**src/rtl/sram_req_arbiter.sv**
```systemverilog
// sram_req_arbiter: shares one sram-like memory port between the inst (fetch) port
// and the data (LSU) port. The request path is combinational. A grant that is waiting
// on mem_addr_ok is locked until it is accepted. An owner FIFO records which port
// issued each accepted transaction, so that in-order responses are steered back to it.
// Optional feature macro: ARB_ROUND_ROBIN_EN (alternate the grant on ties).
module sram_req_arbiter #(
  parameter int OUTSTANDING = 2
) (
  input  logic        clk,
  input  logic        reset,
  input  logic        inst_sram_req,
  input  logic [31:0] inst_sram_addr,
  output logic        inst_sram_addr_ok,
  output logic        inst_sram_data_ok,
  output logic [31:0] inst_sram_rdata,
  input  logic        data_sram_req,
  input  logic        data_sram_wr,
  input  logic [1:0]  data_sram_size,
  input  logic [3:0]  data_sram_wstrb,
  input  logic [31:0] data_sram_addr,
  input  logic [31:0] data_sram_wdata,
  output logic        data_sram_addr_ok,
  output logic        data_sram_data_ok,
  output logic [31:0] data_sram_rdata,
  output logic        mem_req,
  output logic        mem_wr,
  output logic [1:0]  mem_size,
  output logic [3:0]  mem_wstrb,
  output logic [31:0] mem_addr,
  output logic [31:0] mem_wdata,
  input  logic        mem_addr_ok,
  input  logic        mem_data_ok,
  input  logic [31:0] mem_rdata
);

  localparam int PW = (OUTSTANDING > 1) ? $clog2(OUTSTANDING) : 1;
  localparam int CW = $clog2(OUTSTANDING + 1);
  localparam logic [CW-1:0] FULL_CNT = CW'(OUTSTANDING);
  localparam logic [PW-1:0] LAST_PTR = PW'(OUTSTANDING - 1);

  // Owner FIFO entries: 0 = inst, 1 = data
  logic [OUTSTANDING-1:0] owner_fifo_r;
  logic [PW-1:0]          head_r;
  logic [PW-1:0]          tail_r;
  logic [CW-1:0]          count_r;
  logic                   lock_r;
  logic                   owner_r;
`ifdef ARB_ROUND_ROBIN_EN
  logic                   last_grant_r;
`endif

  logic grant_data_s;
  logic req_sel_s;
  logic full_s;
  logic empty_s;
  logic accept_s;
  logic pop_s;
  logic head_s;

  // Pointer increment that wraps modulo OUTSTANDING
  function automatic logic [PW-1:0] ptr_inc(input logic [PW-1:0] p);
    if (p == LAST_PTR) begin
      return {PW{1'b0}};
    end else begin
      return p + {{(PW-1){1'b0}}, 1'b1};
    end
  endfunction

  // Grant selection: a locked owner first, then tie-break, then whoever requests
  always_comb begin
    grant_data_s = 1'b0;
    if (lock_r) begin
      grant_data_s = owner_r;
    end else if (data_sram_req && inst_sram_req) begin
`ifdef ARB_ROUND_ROBIN_EN
      grant_data_s = ~last_grant_r;
`else
      grant_data_s = 1'b1;
`endif
    end else if (data_sram_req) begin
      grant_data_s = 1'b1;
    end else begin
      grant_data_s = 1'b0;
    end
  end

  assign req_sel_s = grant_data_s ? data_sram_req : inst_sram_req;
  assign full_s    = (count_r == FULL_CNT);
  assign empty_s   = (count_r == {CW{1'b0}});
  assign head_s    = owner_fifo_r[head_r];
  assign accept_s  = mem_req & mem_addr_ok;
  assign pop_s     = ~reset & mem_data_ok & ~empty_s;

  // Request path: mux the granted port onto the memory side; inst is a plain word read
  always_comb begin
    mem_req   = ~reset & ~full_s & req_sel_s;
    mem_wr    = 1'b0;
    mem_size  = 2'd2;
    mem_wstrb = 4'h0;
    mem_addr  = inst_sram_addr;
    mem_wdata = 32'h0000_0000;
    if (grant_data_s) begin
      mem_wr    = data_sram_wr;
      mem_size  = data_sram_size;
      mem_wstrb = data_sram_wstrb;
      mem_addr  = data_sram_addr;
      mem_wdata = data_sram_wdata;
    end else begin
      mem_addr  = inst_sram_addr;
    end
  end

  assign inst_sram_addr_ok = accept_s & ~grant_data_s;
  assign data_sram_addr_ok = accept_s & grant_data_s;
  assign inst_sram_data_ok = pop_s & ~head_s;
  assign data_sram_data_ok = pop_s & head_s;
  assign inst_sram_rdata   = mem_rdata;
  assign data_sram_rdata   = mem_rdata;

  // Lock, owner FIFO, pointers and occupancy
  always_ff @(posedge clk) begin
    if (reset) begin
      owner_fifo_r <= {OUTSTANDING{1'b0}};
      head_r       <= {PW{1'b0}};
      tail_r       <= {PW{1'b0}};
      count_r      <= {CW{1'b0}};
      lock_r       <= 1'b0;
      owner_r      <= 1'b0;
`ifdef ARB_ROUND_ROBIN_EN
      last_grant_r <= 1'b0;
`endif
    end else begin
      if (mem_req && !mem_addr_ok) begin
        lock_r  <= 1'b1;
        owner_r <= grant_data_s;
      end else if (accept_s) begin
        lock_r  <= 1'b0;
      end else begin
        lock_r  <= lock_r;
      end
      if (accept_s) begin
        owner_fifo_r[tail_r] <= grant_data_s;
        tail_r               <= ptr_inc(tail_r);
`ifdef ARB_ROUND_ROBIN_EN
        last_grant_r         <= grant_data_s;
`endif
      end else begin
        tail_r <= tail_r;
      end
      if (pop_s) begin
        head_r <= ptr_inc(head_r);
      end else begin
        head_r <= head_r;
      end
      case ({accept_s, pop_s})
        2'b10:   count_r <= count_r + {{(CW-1){1'b0}}, 1'b1};
        2'b01:   count_r <= count_r - {{(CW-1){1'b0}}, 1'b1};
        default: count_r <= count_r;
      endcase
    end
  end

endmodule

```
**config.mk**
```make
export PLATFORM = sky130hd
export DESIGN_NAME = sram_req_arbiter
export DESIGN_NICKNAME = d
export VERILOG_FILES = /design/src/rtl/sram_req_arbiter.sv
export SDC_FILE = /design/constraint.sdc
export NUM_CORES = 1
export LEC_CHECK = 0
export ABC_AREA = 1
export BUFFER_PORTS_ARGS = -buffer_cell sky130_fd_sc_hd__buf_2
export CORE_AREA = 2 2 110 112
export CTS_BUF_LIST = sky130_fd_sc_hd__clkbuf_8
export DETAILED_ROUTE_END_ITERATION = 8
export DIE_AREA = 0 0 112 114
export HOLD_SLACK_MARGIN = 0.02
export PLACE_DENSITY_LB_ADDON = 0.2
export SLEW_MARGIN = 30
export SYNTH_ARGS = -nofsm -noshare
export SYNTH_HDL_FRONTEND = slang
export SYNTH_SLANG_ARGS = --single-unit
```
**constraint.sdc**
```tcl
create_clock -name clk -period 2.2 [get_ports clk]
set_clock_uncertainty 0.1 [all_clocks]
set_input_delay 0.66 -clock clk [delete_from_list [all_inputs] [get_ports clk]]
set_output_delay 0.66 -clock clk [all_outputs]
set_load 0.01 [all_outputs]
```
# Yosys cells after proc, flatten, opt, wreduce, memory -nomap -nowiden
# Cells that the tools add are included.
# op_classes
n_lt_le_gt_ge	3
eq_ne	3
n_bitwise	14
n_mux	19
reduce_logical	7
add_sub_neg	4
# op_table
op	n
$mux W32	2
$mux W1	12
$and A1 B1 Y1	9
$not A1 Y1	5
$eq A2 B2 Y1 const B	2
$lt A1 B2 Y1 const B	2
$mux W4	1
$pmux W2 S2	1
$reduce_bool A2 Y1	2
$logic_and A1 B1 Y1	3
$add A1 B1 Y1 const B	2
$add A2 B1 Y2 const B	1
$bwmux W2	1
$eq A2 B1 Y1 const B	1
$logic_not A2 Y1	1
$mux W2	1
$sub A2 B1 Y2 const B	1
$demux W1 S1	1
$ge A1 B1 Y1 const B	1
$logic_not A1 Y1	1
# word_totals
input_bits	141
wordCells	56
ff_bits	8
out_inout_bits	140

# Logic depth before layout (Yosys ltp)
# Gate-level depths: netlist (run 1).
# logic_depth
depth_word	8
mapped_depth	12
depth_no_buf	12

# Worst setup path before layout (run 1)
# OpenSTA, ideal clock, no wires.
# synth_path
kind	input to output
startpoint	input port data_sram_req
endpoint	output port data_sram_addr_ok
slack_ns	0.135
required_time_ns	1.440
cell_stages	6
t_arrival_ns	1.305
path_cell_list	nand2_2 -> nand2_4 -> nor2_4 -> nor2_4 -> nand2_2 -> nor2_1
# synth_via
elab_chain_len	7
elab_cells_between_ends	8
# synth_rtl
item	line_no	rtl
start, declared	16	input logic data_sram_req,
$mux W1 or $logic_and A1 B1 Y1 (tied branches)	80, 74	
$mux W1	74	end else if (data_sram_req && inst_sram_req) begin
$mux W1	72	if (lock_r) begin
$mux W1 (*)	87	assign req_sel_s = grant_data_s ? data_sram_req : inst_sram_req;
$and A1 B1 Y1 (*)	96	mem_req = ~reset & ~full_s & req_sel_s;
named net mem_req	25	output logic mem_req,
$and A1 B1 Y1 (*)	91	assign accept_s = mem_req & mem_addr_ok;
$and A1 B1 Y1 (*)	114	assign data_sram_addr_ok = accept_s & grant_data_s;
end, declared	22	output logic data_sram_addr_ok,
# Mark *: on every way through the listed nets, which the timed path passes. The rest lies on a longest branch.

# Final worst setup path (run 1)
# layout_path
startpoint	input port data_sram_req
endpoint	output port data_sram_addr_ok
# layout_via
elab_chain_len	7
elab_cells_between_ends	8
# layout_rtl
item	line_no
$mux W1 or $logic_and A1 B1 Y1 (tied branches)	80, 74
$mux W1	74
$mux W1	72
$mux W1	87
$and A1 B1 Y1	96
$and A1 B1 Y1	91
$and A1 B1 Y1 (*)	114
# Every way passes the cells marked *; elsewhere a longest branch is shown, timed or not.

==> results of run 1 <==
==> metrics by stage <==
| step | utilization (%) | setup WS (ns) | instance area [µm²] | std cells |
|---|---|---|---|---|
| 2_1_floorplan | - | 0.135 | 1650 | 318 |
| 3_3_place_gp | 19.8 | -0.116 | 2320 | 584 |
| 3_5_place_dp | 19.8 | -0.134 | 2320 | 584 |
| 4_1_cts | 21.0 | -0.0309 | 2460 | 590 |
| 5_1_grt | 21.7 | -0.0650 | 2540 | 592 |
| 6_report | 21.7 | 0.00620 | 2540 | 592 |
==> layout make-up <==
class / count / share of cell area [%]
Timing Repair Buffer: 198 / 44.8
Tap cell: 147 / 7.24
Inverter: 51 / 8.03
Sequential cell: 8 / 6.36
Clock buffer: 3 / 1.63
Multi-Input combinational cell: 185 / 31.9
==> cells by family after synthesis <==
| kind of cell | count (synthesis) | share of synthesized area, % |
|---|---|---|
| buf+inv | 125 | 43.5 |
| simple gates | 171 | 41.7 |
| flops | 8 | 9.70 |
| xor+xnor | 1 | 0.530 |
| fa+ha+maj | 1 | 0.757 |
| compound gates | 12 | 3.86 |
==> registers in the layout (all words and copies together) (netlist names) <==
signal        flops
count_r           2
owner_fifo_r      2
head_r            1
lock_r            1
owner_r           1
tail_r            1
==> critical path: cells and delay by family <==
family                 cells  cell delay, ns
and+or+nand+nor            6            0.46
buffers and inverters      3            0.31
==> where the power goes <==
group / internal [W] / switching [W] / total [W] / leakage (nW)
Combinational: 0.000253 / 0.000274 / 0.000527 / 1.61
Sequential: 0.000156 / 0.00000925 / 0.000165 / 0.0658
Clock: 0.000118 / 0.0000545 / 0.000173 / 0.0216
==> worst paths after layout <==
path,endpoint,slack [ns],start,depth (start not counted)
worst min register to register,lock_r$_SDFFE_PP0P_,0.40,lock_r$_SDFFE_PP0P_,2
worst max register to register,count_r[1]$_SDFFE_PP0P_,0.23,owner_r$_SDFFE_PP0P_,13
worst max-delay path,data_sram_addr_ok,0.006,data_sram_req,9
worst min-delay path,lock_r$_SDFFE_PP0P_,0.40,lock_r$_SDFFE_PP0P_,2
==> per-layer routing <==
layer | routed length [µm] | track usage [%]
met5 | 0 | 0
met4 | 190 | 3.82
met3 | 598 | 1.97
met2 | 2830 | 12.6
met1 | 2580 | 10.4
==> cells in the final DEF, fill, tap and decap left out, types with 2 or more instances in the layout <==
master,count
a21oi_1,4
a21oi_2,2
buf_12,2
buf_2,182
buf_4,5
buf_6,5
clkbuf_16,2
clkbuf_8,3
dfxtp_1,7
inv_1,49
nand2_1,106
nand2_2,3
nand2_4,2
nand3_1,2
nand4_1,3
nor2_1,46
nor2_2,4
nor2_4,2
o21ai_0,6
==> timing repair <==
item,CTS,global route
endpoints found under the setup margin,73,51
setup buffers,3,0
gates cloned,1,2
resized for setup,16,7
pin swaps,6,5
==> flow_summary.yaml, run 1 <==
outcome:
  status: "complete, no violations"
global_route:
  grt_pass1_vias: 1851
  grt_max_degree: 29
  track_usage_pct: 8.05
  antenna_found_initial: 0
  gr-total-overflow: 0
  grt_pass1_wl_um: 8560
clocking:
  clock_sinks: 8
  clockBufferDepth: 2
  clk_latency_ns: 0.23
  cts.hold.buffers_added: 0
  cts_tree: "done"
  cts_made_buffers: 3
  root_buffer: "clkbuf_8"
  cts_htree_levels: 1
  clkTransAtPathRegs_ns: 0.04
route:
  wl_per_cell_um: 10.5
  vias_per_cell: 3.64
  ant_nets: 0
  dr.first_iter.drc_count: 71
  wirelength_um: 6200
  first_pass_iters: 4
  drc: 0
  vias: 2152
logic_synthesis:
  syn-cell-area_um2: 1650
  async_flop_share_pct: 0
  avgSynthCellArea_um2: 5.19
  synth_top_area_share_pct: 29.1
  yosysMostFrequentCell: "nand2_1"
  netlist-cell-type-count: 20
  synth_common_cells: "nand2_1 (108), buf_4 (64), nor2_1 (50)"
  synth_edf_count: 0
  synth_seq_cells: 8
  ys_seq_area_share_pct: 9.70
  synth_cells: 318
  ys_warn_count: 0
  synth_nets: 460
  synthFlopType: "dfxtp_1"
  yosysTopAreaCell: "buf_4"
  synth_area_leaders: "buf_4 (29%), nand2_1 (25%), nor2_1 (11%)"
final_layout:
  diodes: 0
  nets: 589
  fillers: 1386
  area_growth_pct: 53.7
  seq_area_um2: 161
  multiInputGateArea_um2: 811
  drive_above_1_share_pct: 49.2
placed_design:
  dpl.hpwl_um: 4880
  portBuffers: 184
  gp_congestion: 0.707
critical_path:
  crit_fanout: 4
  critPathArrivalTime_ns: 1.43
  slowest_delay_ns: 0.13
  worstPathCellList: "buf_8 -> nand2_4 -> nand2_8 -> buf_6 -> nor2_4 -> nor2_4 -> nand2_4 -> nor2_2 -> buf_2"
  required_ns: 1.44
  setup.worst_path.class: "input port to output pin"
  crit_slowest_cell: "nor2_4"
  critPathCaptureType: "output pin"
  critPathLaunchType: "input port"
timing:
  whs_ns: 0.397
  rsz0062_at_grt: "yes"
  fin_crit_sh_pct: 99.7
  finalSetupTns_ns: 0
  min_period_ns: 2.19
  max_freq_mhz: 456
  finalHoldViolations: 0
  drv_slew: 0
  slew_headroom_pct: 81.0
  setup_violations: 0
  tightest_slew_ns: 0.282
floorplan:
  die_w_um: 112
  core_area_um2: 11700
  dieHeight_um: 114
  row_count: 40
  dieArea_um2: 12800
  initial_utilization_pct: 14.1
  io_pins: 281
power_and_ir_drop:
  power.density_nw_per_um2: 341
  leakagePower_nw: 1.70
  peakVddDrop_mv: 0.104
  p_total_w: 0.000865
flow_run:
  maxCapViolCount: 0
hold_path:
  worstHoldPathType: "flip-flop to flip-flop"
(Power assumes the default switching activity.)
==> run 2, diff against run 1 <==
--- a/config.mk
+++ b/config.mk
@@ -5,15 +5,14 @@
 export SDC_FILE = /design/constraint.sdc
 export NUM_CORES = 1
 export LEC_CHECK = 0
-export ABC_AREA = 1
 export BUFFER_PORTS_ARGS = -buffer_cell sky130_fd_sc_hd__buf_2
+export CAP_MARGIN = 30
 export CORE_AREA = 2 2 110 112
 export CTS_BUF_LIST = sky130_fd_sc_hd__clkbuf_8
 export DETAILED_ROUTE_END_ITERATION = 8
 export DIE_AREA = 0 0 112 114
 export HOLD_SLACK_MARGIN = 0.02
 export PLACE_DENSITY_LB_ADDON = 0.2
-export SLEW_MARGIN = 30
 export SYNTH_ARGS = -nofsm -noshare
 export SYNTH_HDL_FRONTEND = slang
 export SYNTH_SLANG_ARGS = --single-unit
==> run 2 against run 1 <==
  * The run now ends with setup timing left
  * Non-clock buffer count grew 5
  * Wire length is 7.1% lower
  * Fmax fell by 10%
  * Worst hold slack got worse by 0.016 ns
  * Power increased by 5.7%
  * Synthesized cell count is 40% lower
  * Via count is 21% lower
  * Final area is essentially flat
  * Utilization barely moved
  * Register-to-register slack worse by 0.17 ns
  * Largest cell class unchanged
==> flow_summary.yaml, run 2 <==
outcome:
  status: "complete, but fails checks"
  violations: "setup timing"
logic_synthesis:
  synth_nets: 333
  synth_top_area_share_pct: 30.8
  synth_area_leaders: "buf_4 (31%), mux2_2 (24%), nor2b_1 (17%)"
  synth_top_family_by_area: "buffers and inverters"
  yosysTopAreaCell: "buf_4"
  synthXorXnorAreaFrac_pct: 1.69
  synth_common_cells: "buf_4 (64), nor2b_1 (42), mux2_2 (33)"
  netlist-cell-type-count: 29
  synth_compound_area_share_pct: 4.74
  ys_seq_area_share_pct: 10.3
  synth_seq_cells: 8
  yosysMostFrequentCell: "buf_4"
  ys_warn_count: 0
  synthSimpleGateAreaFrac_pct: 22.2
  avgSynthCellArea_um2: 8.16
  async_flop_share_pct: 0
  syn-cell-area_um2: 1560
  synthFlopType: "dfxtp_1"
  synth_edf_count: 0
  synth_cells: 191
  synthAdderAreaFrac_pct: 0.803
  synthMuxAreaShare_pct: 26.5
route:
  wirelength_um: 5760
  drc: 0
  ant_nets: 0
  dr.first_iter.drc_count: 36
  first_pass_iters: 4
  vias_per_cell: 3.61
  vias: 1704
  wl_per_cell_um: 12.2
clocking:
  cts.hold.buffers_added: 0
  clockBufferDepth: 2
  clkTransAtPathRegs_ns: 0.04
  root_buffer: "clkbuf_8"
  clock_sinks: 8
  clk_latency_ns: 0.23
  cts_tree: "done"
  cts_htree_levels: 1
  cts_made_buffers: 3
power_and_ir_drop:
  power.density_nw_per_um2: 360
  peakVddDrop_mv: 0.160
  leakagePower_nw: 1.35
  p_total_w: 0.000914
timing:
  tightest_slew_ns: 0.332
  timing.final.ws_setup_ns: -0.251
  finalHoldViolations: 0
  fin_crit_sh_pct: 111
  drv_slew: 0
  min_period_ns: 2.45
  rsz0062_at_grt: "yes"
  slew_headroom_pct: 77.9
  max_freq_mhz: 408
  setup_violations: 70
final_layout:
  nets: 468
  seq_area_um2: 161
  final_cell_mix: "buf_2 (177), nor2b_1 (40), mux2_2 (29), buf_4 (12), buf_6 (8)"
  area_growth_pct: 62.8
  layout_commonest_cell: "buf_2"
  fillers: 1297
  instances_no_fill: 472
  multiInputGateArea_um2: 946
  top_regs: "count_r x2, owner_fifo_r x2"
  drive_above_1_share_pct: 77.8
critical_path:
  regToRegStartpoint: "owner_r$_SDFFE_PP0P_"
  critPathLaunchType: "input port"
  required_ns: 1.44
  setup.worst_path.class: "input port to output pin"
  critPathLaunch: "data_sram_req"
  critPathArrivalTime_ns: 1.69
  crit_fanout: 34
  critPathCaptureType: "output pin"
global_route:
  grt_pass1_wl_um: 7920
  track_usage_pct: 7.68
  grt_pass1_vias: 1649
  grt_max_degree: 35
  antenna_found_initial: 0
  gr-total-overflow: 0
floorplan:
  core_area_um2: 11700
  row_count: 40
  dieArea_um2: 12800
  die_w_um: 112
  initial_utilization_pct: 13.3
  dieHeight_um: 114
  io_pins: 281
placed_design:
  gp_congestion: 0.678
  portBuffers: 184
  dpl.hpwl_um: 4770
  dp.cells: 461
flow_run:
  maxCapViolCount: 0
hold_path:
  worstHoldPathType: "flip-flop to flip-flop"
  min-delay-start: "tail_r$_SDFFE_PP0N_"
-- run 2: cell count changes after synthesis, sizes merged, moves of 4 or more --
| cell | previous run | this run |
|---|---|---|
| mux2 | 0 | 34 |
| nor2b | 0 | 42 |
| nand2 | 112 | 3 |
| a21oi | 6 | 2 |
| nor2 | 52 | 6 |
| inv | 51 | 2 |
| o21ai | 6 | 2 |
-- run 2: path summary, 6_finish.rpt --
kind | end | slack [ns] | cells after the start
setup / recovery | mem_addr[12] | -0.25 | 5
hold / removal | tail_r$_SDFFE_PP0N_ | 0.38 | 1
setup reg to reg | count_r[1]$_SDFFE_PP0P_ | 0.06 | 9
hold reg to reg | tail_r$_SDFFE_PP0N_ | 0.38 | 1
-- run 2: layout make-up --
type,instances,share of cell area [%]
flip-flops and latches,8,6.36
inverters,2,0.296
diodes,1,0.0987
clock buffers,3,1.63
well taps,147,7.25
repair buffers,203,47.1
multi-input cells,108,37.3
-- run 2: report_power, final --
part / switching (W) / total, W / internal (W)
clock network: 0.0000550 / 0.000173 / 0.000118
registers: 0.00000992 / 0.000168 / 0.000158
logic: 0.000246 / 0.000573 / 0.000327
total: 0.000311 / 0.000914 / 0.000603
-- run 2: logic make-up (layout without fill, tap and decap cells) --
group                      Yosys count  in the layout
other                                0              1
adders and majority gates            1              1
buffers and inverters               75            208
muxes                               37             37
xor gates and xnor gates             3              3
and+or+nand+nor                     59             59
DFF                                  8              8
AOI/OAI and AO/OA                    8              8
-- run 2: layer usage --
layer  vias to the layer above  GRT usage [%]  part of all wire [%]
met5                         -              0                     0
met4                         0           2.93                   2.7
met3                        30           2.60                    11
met2                       121           13.5                    49
met1                       727           8.63                    37
li1                        826              -                     -
-- run 2: timing repair --
item | CTS | global route
endpoints found under the setup margin | 72 | 78
gates resized for setup | 16 | 8
gates cloned | 1 | 1
setup buffers | 3 | 2
pin swaps | 1 | 2
-- run 2: through the flow --
stage	util [%]	TNS (ns)	setup WS [ns]	hold WS, ns	instance area, µm²
global route	21.6	-16.21	-0.302	0.408	2530
floorplan	-	-2.08	-0.106	0.345	1600
CTS	21.1	-12.63	-0.260	0.389	2470
global placement	19.7	-14.82	-0.275	0.367	2310
finish	21.7	-11.94	-0.251	0.382	2540
detailed placement	19.7	-15.70	-0.291	0.370	2310
-- run 2: critical path, stage by stage --
cell     delay (ns)
buf_8          0.10
mux2i_4        0.18
buf_12         0.22
mux2_2         0.36
buf_2          0.14
